==> src/rtl/demux8_rr_dispatcher_pkg.sv <==
// Shared definitions for the round-robin 1-to-8 dispatcher:
// channel count, select width and FSM state encoding.
package demux8_rr_dispatcher_pkg;

    localparam int NCH   = 8;
    localparam int SEL_W = 3;

    typedef enum logic {
        IDLE = 1'b0,
        HOLD = 1'b1
    } state_e;

endpackage

==> src/rtl/demux8_rr_dispatcher_if.sv <==
// Producer/consumer bundle of the dispatcher. The slave modport is the
// dispatcher's view; the master modport is the environment's view.
interface demux8_rr_dispatcher_if
    import demux8_rr_dispatcher_pkg::*;
#(
    parameter int WIDTH = 8,
    parameter int CNT_W = 16
);

    logic [NCH-1:0]   chan_en;
    logic             in_valid;
    logic [WIDTH-1:0] in_data;
    logic             in_ready;
    logic [SEL_W-1:0] sel;
    logic [NCH-1:0]   out_valid;
    logic [WIDTH-1:0] out_data;
    logic [NCH-1:0]   out_ready;
    logic             busy;
    logic [CNT_W-1:0] disp_count;

    modport slave (
        input  chan_en, in_valid, in_data, out_ready,
        output in_ready, sel, out_valid, out_data, busy, disp_count
    );

    modport master (
        output chan_en, in_valid, in_data, out_ready,
        input  in_ready, sel, out_valid, out_data, busy, disp_count
    );

endinterface

==> src/rtl/rr_pick8.sv <==
// Combinational round-robin picker: first set mask bit at or after start,
// wrapping past channel 7 back to channel 0.
module rr_pick8
    import demux8_rr_dispatcher_pkg::*;
(
    input  logic [NCH-1:0]   mask,
    input  logic [SEL_W-1:0] start,
    output logic [SEL_W-1:0] idx,
    output logic             found
);

    logic [SEL_W-1:0] cand;

    // Scan from the farthest offset down so the nearest enabled channel wins.
    always_comb begin
        idx   = '0;
        found = 1'b0;
        cand  = '0;
        for (int k = NCH - 1; k >= 0; k--) begin
            cand = start + SEL_W'(k);
            if (mask[cand]) begin
                idx   = cand;
                found = 1'b1;
            end
        end
    end

endmodule

==> src/rtl/demux8_rr_dispatcher.sv <==
// Latches one word at a time from the input stream and holds it on the next
// enabled output channel in rotating order until that channel accepts it.
module demux8_rr_dispatcher
    import demux8_rr_dispatcher_pkg::*;
#(
    parameter int WIDTH = 8,
    parameter int CNT_W = 16
)(
    input  logic                   clk,
    input  logic                   rst_n,
    demux8_rr_dispatcher_if.slave  bus
);

    state_e           state_q, state_d;
    logic [SEL_W-1:0] ptr_q,   ptr_d;
    logic [SEL_W-1:0] sel_q,   sel_d;
    logic [WIDTH-1:0] data_q,  data_d;
    logic [CNT_W-1:0] cnt_q,   cnt_d;

    logic [SEL_W-1:0] pick_idx;
    logic             pick_found;
    logic             in_ready_c;

    rr_pick8 u_pick (
        .mask  (bus.chan_en),
        .start (ptr_q),
        .idx   (pick_idx),
        .found (pick_found)
    );

    always_ff @(posedge clk or negedge rst_n) begin
        if (!rst_n) begin
            state_q <= IDLE;
            ptr_q   <= '0;
            sel_q   <= '0;
            data_q  <= '0;
            cnt_q   <= '0;
        end else begin
            state_q <= state_d;
            ptr_q   <= ptr_d;
            sel_q   <= sel_d;
            data_q  <= data_d;
            cnt_q   <= cnt_d;
        end
    end

    // pick_found is equivalent to a non-empty enable mask, so in_ready never
    // depends on in_valid; rst_n gating keeps it low while reset is asserted.
    always_comb begin
        state_d    = state_q;
        ptr_d      = ptr_q;
        sel_d      = sel_q;
        data_d     = data_q;
        cnt_d      = cnt_q;
        in_ready_c = 1'b0;
        case (state_q)
            IDLE: begin
                in_ready_c = rst_n & pick_found;
                if (bus.in_valid && pick_found) begin
                    data_d  = bus.in_data;
                    sel_d   = pick_idx;
                    state_d = HOLD;
                end
            end
            HOLD: begin
                if (bus.out_ready[sel_q]) begin
                    ptr_d   = sel_q + 1'b1;
                    cnt_d   = cnt_q + 1'b1;
                    state_d = IDLE;
                end
            end
            default: state_d = IDLE;
        endcase
    end

    assign bus.in_ready   = in_ready_c;
    assign bus.busy       = (state_q == HOLD);
    assign bus.out_valid  = (state_q == HOLD) ? (NCH'(1) << sel_q) : '0;
    assign bus.sel        = sel_q;
    assign bus.out_data   = data_q;
    assign bus.disp_count = cnt_q;

endmodule

==> src/flat_wrapper.sv <==
// flat-port wrapper written by rule: the top's interface ports become plain ports
module demux8_rr_dispatcher_flat import demux8_rr_dispatcher_pkg::*;
#(
    parameter int WIDTH = 8,
    parameter int CNT_W = 16
)
  (clk, rst_n, bus_chan_en, bus_in_valid, bus_in_data, bus_out_ready, bus_in_ready, bus_sel, bus_out_valid, bus_out_data, bus_busy, bus_disp_count);
  demux8_rr_dispatcher_if #(.WIDTH(WIDTH), .CNT_W(CNT_W)) bus_i ();
  input  logic clk;
  input  logic rst_n;
  input wire logic [$bits(bus_i.chan_en)-1:0] bus_chan_en;
  input wire logic [$bits(bus_i.in_valid)-1:0] bus_in_valid;
  input wire logic [$bits(bus_i.in_data)-1:0] bus_in_data;
  input wire logic [$bits(bus_i.out_ready)-1:0] bus_out_ready;
  output wire logic [$bits(bus_i.in_ready)-1:0] bus_in_ready;
  output wire logic [$bits(bus_i.sel)-1:0] bus_sel;
  output wire logic [$bits(bus_i.out_valid)-1:0] bus_out_valid;
  output wire logic [$bits(bus_i.out_data)-1:0] bus_out_data;
  output wire logic [$bits(bus_i.busy)-1:0] bus_busy;
  output wire logic [$bits(bus_i.disp_count)-1:0] bus_disp_count;
  assign bus_i.chan_en = bus_chan_en;
  assign bus_i.in_valid = bus_in_valid;
  assign bus_i.in_data = bus_in_data;
  assign bus_i.out_ready = bus_out_ready;
  assign bus_in_ready = bus_i.in_ready;
  assign bus_sel = bus_i.sel;
  assign bus_out_valid = bus_i.out_valid;
  assign bus_out_data = bus_i.out_data;
  assign bus_busy = bus_i.busy;
  assign bus_disp_count = bus_i.disp_count;
  demux8_rr_dispatcher #(.WIDTH(WIDTH), .CNT_W(CNT_W)) u_core (.clk(clk), .rst_n(rst_n), .bus(bus_i));
endmodule
==> config.mk <==
export PLATFORM = sky130hd
export DESIGN_NAME = demux8_rr_dispatcher_flat
export DESIGN_NICKNAME = d
export VERILOG_FILES = /design/src/rtl/demux8_rr_dispatcher_pkg.sv /design/src/rtl/demux8_rr_dispatcher_if.sv /design/src/rtl/rr_pick8.sv /design/src/rtl/demux8_rr_dispatcher.sv /design/src/flat_wrapper.sv
export SDC_FILE = /design/constraint.sdc
export NUM_CORES = 1
export LEC_CHECK = 0
export ABC_AREA = 1
export BUFFER_PORTS_ARGS = -buffer_cell sky130_fd_sc_hd__buf_2
export CORE_MARGIN = 4
export CORE_UTILIZATION = 54
export CTS_BUF_LIST = sky130_fd_sc_hd__clkbuf_8
export CTS_CLUSTER_DIAMETER = 80
export DETAILED_ROUTE_END_ITERATION = 12
export GPL_ROUTABILITY_DRIVEN = 0
export PLACE_DENSITY = 0.8
export SYNTH_ARGS = -nofsm -noshare
export SYNTH_HDL_FRONTEND = slang
export SYNTH_SLANG_ARGS = --single-unit
==> constraint.sdc <==
create_clock -name clk -period 2.93 [get_ports clk]
set_clock_uncertainty 0.05 [all_clocks]
set_input_delay 0 -clock clk [delete_from_list [all_inputs] [get_ports clk]]
set_output_delay 0 -clock clk [all_outputs]
set_load 0.01 [all_outputs]
==> qor.yml <==
mappedNetlistNets: 328
finalHoldViolCount: 0
cp_max_fo: 14
critPathCaptureType: "flip-flop"
final_common_cell: "nand2_1"
final_antenna_net_count: 0
die_area_sq_um: 5050
firstDrtPassIters: 5
via_per_inst: 5.19
maxSlewHeadroom_pct: 55.9
grt_pass1_wl_um: 9000
vdd_drop_max_mv: 0.690
grt_busiest_layer: "met2"
syn_inst: 292
max_stage_delay_ns: 0.56
start_util_pct: 57.4
arrival_ns: 2.74
setup_viol: 0
cellPowerDensity_nw_per_um2: 1170
grt_util_met1_pct: 28.3
die_x_um: 71.1
reg2reg_from: "u_core.ptr_q[0]"
rsz0062_at_grt: "false"
slew_viol_final: 0
p_leak_uw: 0.00157
r2r-end: "u_core.bus.sel[0]"
seq_area_frac_synth_pct: 36.1
coreArea_sq_um: 3740
die_height_um: 71.1
wl_per_cell_um: 12.8
vias: 2164
status: "finished clean"
dp_hpwl_um: 3980
dpl_worst_slack_ns: 0.376
nFillCells: 297
cts_max_path_buffers: 2
cts.root.buffer_cell: "clkbuf_8"
cts_buffers: 5
avgSynthCellArea_sq_um: 7.36
synth_top_area_share_pct: 36.1
path_buf_inv: 3
worst_pin_slew_ns: 0.661
max_freq_mhz: 382
finalCritPeriodShare_pct: 89.4
post-route-min-period_ns: 2.62
grt_max_degree: 33
hold_class: "in -> reg"
synth-seq-cells: 31
clk_pin_slew_ns: 0.06
cts.sinks: 31
rows: 22
cp_top_family: "simple AND/OR/NAND/NOR gates"
layout_common_cells: "93 x nand2_1, 63 x buf_2, 35 x nand3_1, 31 x dfrtp_1, 26 x inv_1"
final.setup.tns_ns: 0
ios: 64
ctsResizeCount: 0
grt_antenna_before_repair: 0
synth.top_cells.by_area: "dfrtp_1 36%, nand2_1 16%, nand3_1 8.2%"
post_dp_cell_area_sq_um: 2480
drtIter0Drc: 123
cp-start-kind: "flip-flop"
grt_usage_pct: 22.1
grt_use_met3_pct: 5.97
area_delta_synth_final_pct: 25.3
io_buffers: 63
nets: 404
cts_tree: "built"
synth_warnings: 0
min_from: "bus_chan_en[1]"
syn_area_sq_um: 2150
crit_path_frequent_cell: "nand3_1"
routed_wl_um: 5330
ys_types: 27
clk_latency_ns: 0.28
synth_top_area_cell: "dfrtp_1"
r2r_cells: 12
ctsHtreeMaxLevel: 2
finalWorstSetupSlack_ns: 0.312
use_met2_pct: 37.4
max_cap_viol_count: 0
overflow: 0
cp_cell_sequence: "inv_4 > ha_1 > inv_1 > nand3_1 > nand3_1 > nand4_1 > nor2_2 > nand2_2 > nand3_4 > inv_2 > nand3_1 > nand2_1"
reg2reg_slack_ns: 0.31
grt_pass1_vias: 2011
drc: 0
drive_above_1_share_pct: 26.0
hold_depth: 6
crit_type: "reg -> reg"
crit_required_ns: 3.05
fin_area_sq_um: 2690
min_to: "u_core.bus.sel[2]"
diodes: 0
cpMaxStageDelayCell: "dfrtp_1"
## how the worst max path moves through the flow
stage / startpoint / to / slack, ns / depth (start not counted)
after floorplan: u_core.ptr_q[0] / u_core.bus.sel[0] / 0.79 / 14
after detailed placement: u_core.ptr_q[0] / u_core.bus.sel[0] / 0.38 / 12
after CTS: u_core.ptr_q[0] / u_core.bus.sel[0] / 0.36 / 12
final: u_core.ptr_q[0] / u_core.bus.sel[0] / 0.31 / 12
after global placement: u_core.ptr_q[0] / u_core.bus.sel[0] / 0.46 / 12
after global routing: u_core.ptr_q[0] / u_core.bus.sel[0] / 0.1 / 12
## power breakdown
part | internal [uW] | switching, uW
registers | 580 | 192
clock network | 253 | 159
logic | 719 | 1260
total | 1550 | 1610
## per-layer routing
layer	wire length [um]	vias to the layer above
li1	-	1078
met1	2250	979
met2	2550	103
met3	488	4
met4	38	0
met5	0	-
## layout make-up
cell class	count	area (sq um)	share of cell area, %
clock buffers	5	68.8	2.56
flip-flops and latches	31	776	28.8
inverters	31	119	4.42
well taps	48	60.1	2.23
multi-input cells	224	1190	44.4
repair buffers	75	430	16.0
clock inverters	3	43.8	1.63
## metrics by stage
step / power [uW] / utilization [%] / hold WS (ns) / cells
after floorplan: 2230 / - / -0.346 / 292
after global placement: 2660 / 66.2 / 0.0289 / 399
after detailed placement: 2700 / 66.2 / 0.0296 / 399
after CTS: 3140 / 71.9 / 0.186 / 417
after global routing: 3470 / 71.9 / 0.259 / 417
final: 3160 / 71.9 / 0.191 / 417
## cells by family after synthesis
kind of cell               synth area share, %
muxes                                    0.524
buffers and inverters                     8.33
DFF                                       36.1
adders and majority gates                 5.24
and+or+nand+nor                           36.7
xor gates and xnor gates                  7.75
AOI/OAI and AO/OA                         5.36
## tightest hold or removal path, cell delays in order
cell and delay [ns]:
buf_2 0.09, nand2_1 0.06, nand3_1 0.11, a31oi_1 0.10, nand2_1 0.06, a21boi_1 0.05
## registers in the layout, summed over array words and instances (netlist names)
name,count
u_core.bus.busy,1
u_core.bus.sel,3
u_core.ptr_q,3
u_core.bus.disp_count,16
u_core.bus.out_data,8
## cell usage after synthesis
master / count
xor2_1: 11
nor2_1: 21
nand4_1: 5
nand2_4: 1
inv_2: 4
nor2_2: 3
a21boi_1: 1
ha_1: 9
inv_1: 26
o21ai_0: 9
nand3_1: 35
buf_6: 2
nand3_2: 5
nand2_2: 7
nand3_4: 1
inv_4: 1
a21oi_1: 10
dfrtp_1: 31
buf_4: 1
mux2_2: 1
xnor2_1: 8
nand3b_1: 1
nand2_1: 93
nor3_1: 1
buf_2: 2
a31oi_1: 2
buf_12: 1
## repair_timing
item | in CTS | in global routing
hold buffers | 10 | 0
setup buffers | 0 | 0
endpoints found under the hold margin | 40 | 0
Note: power is estimated with default switching activity, not from simulation.
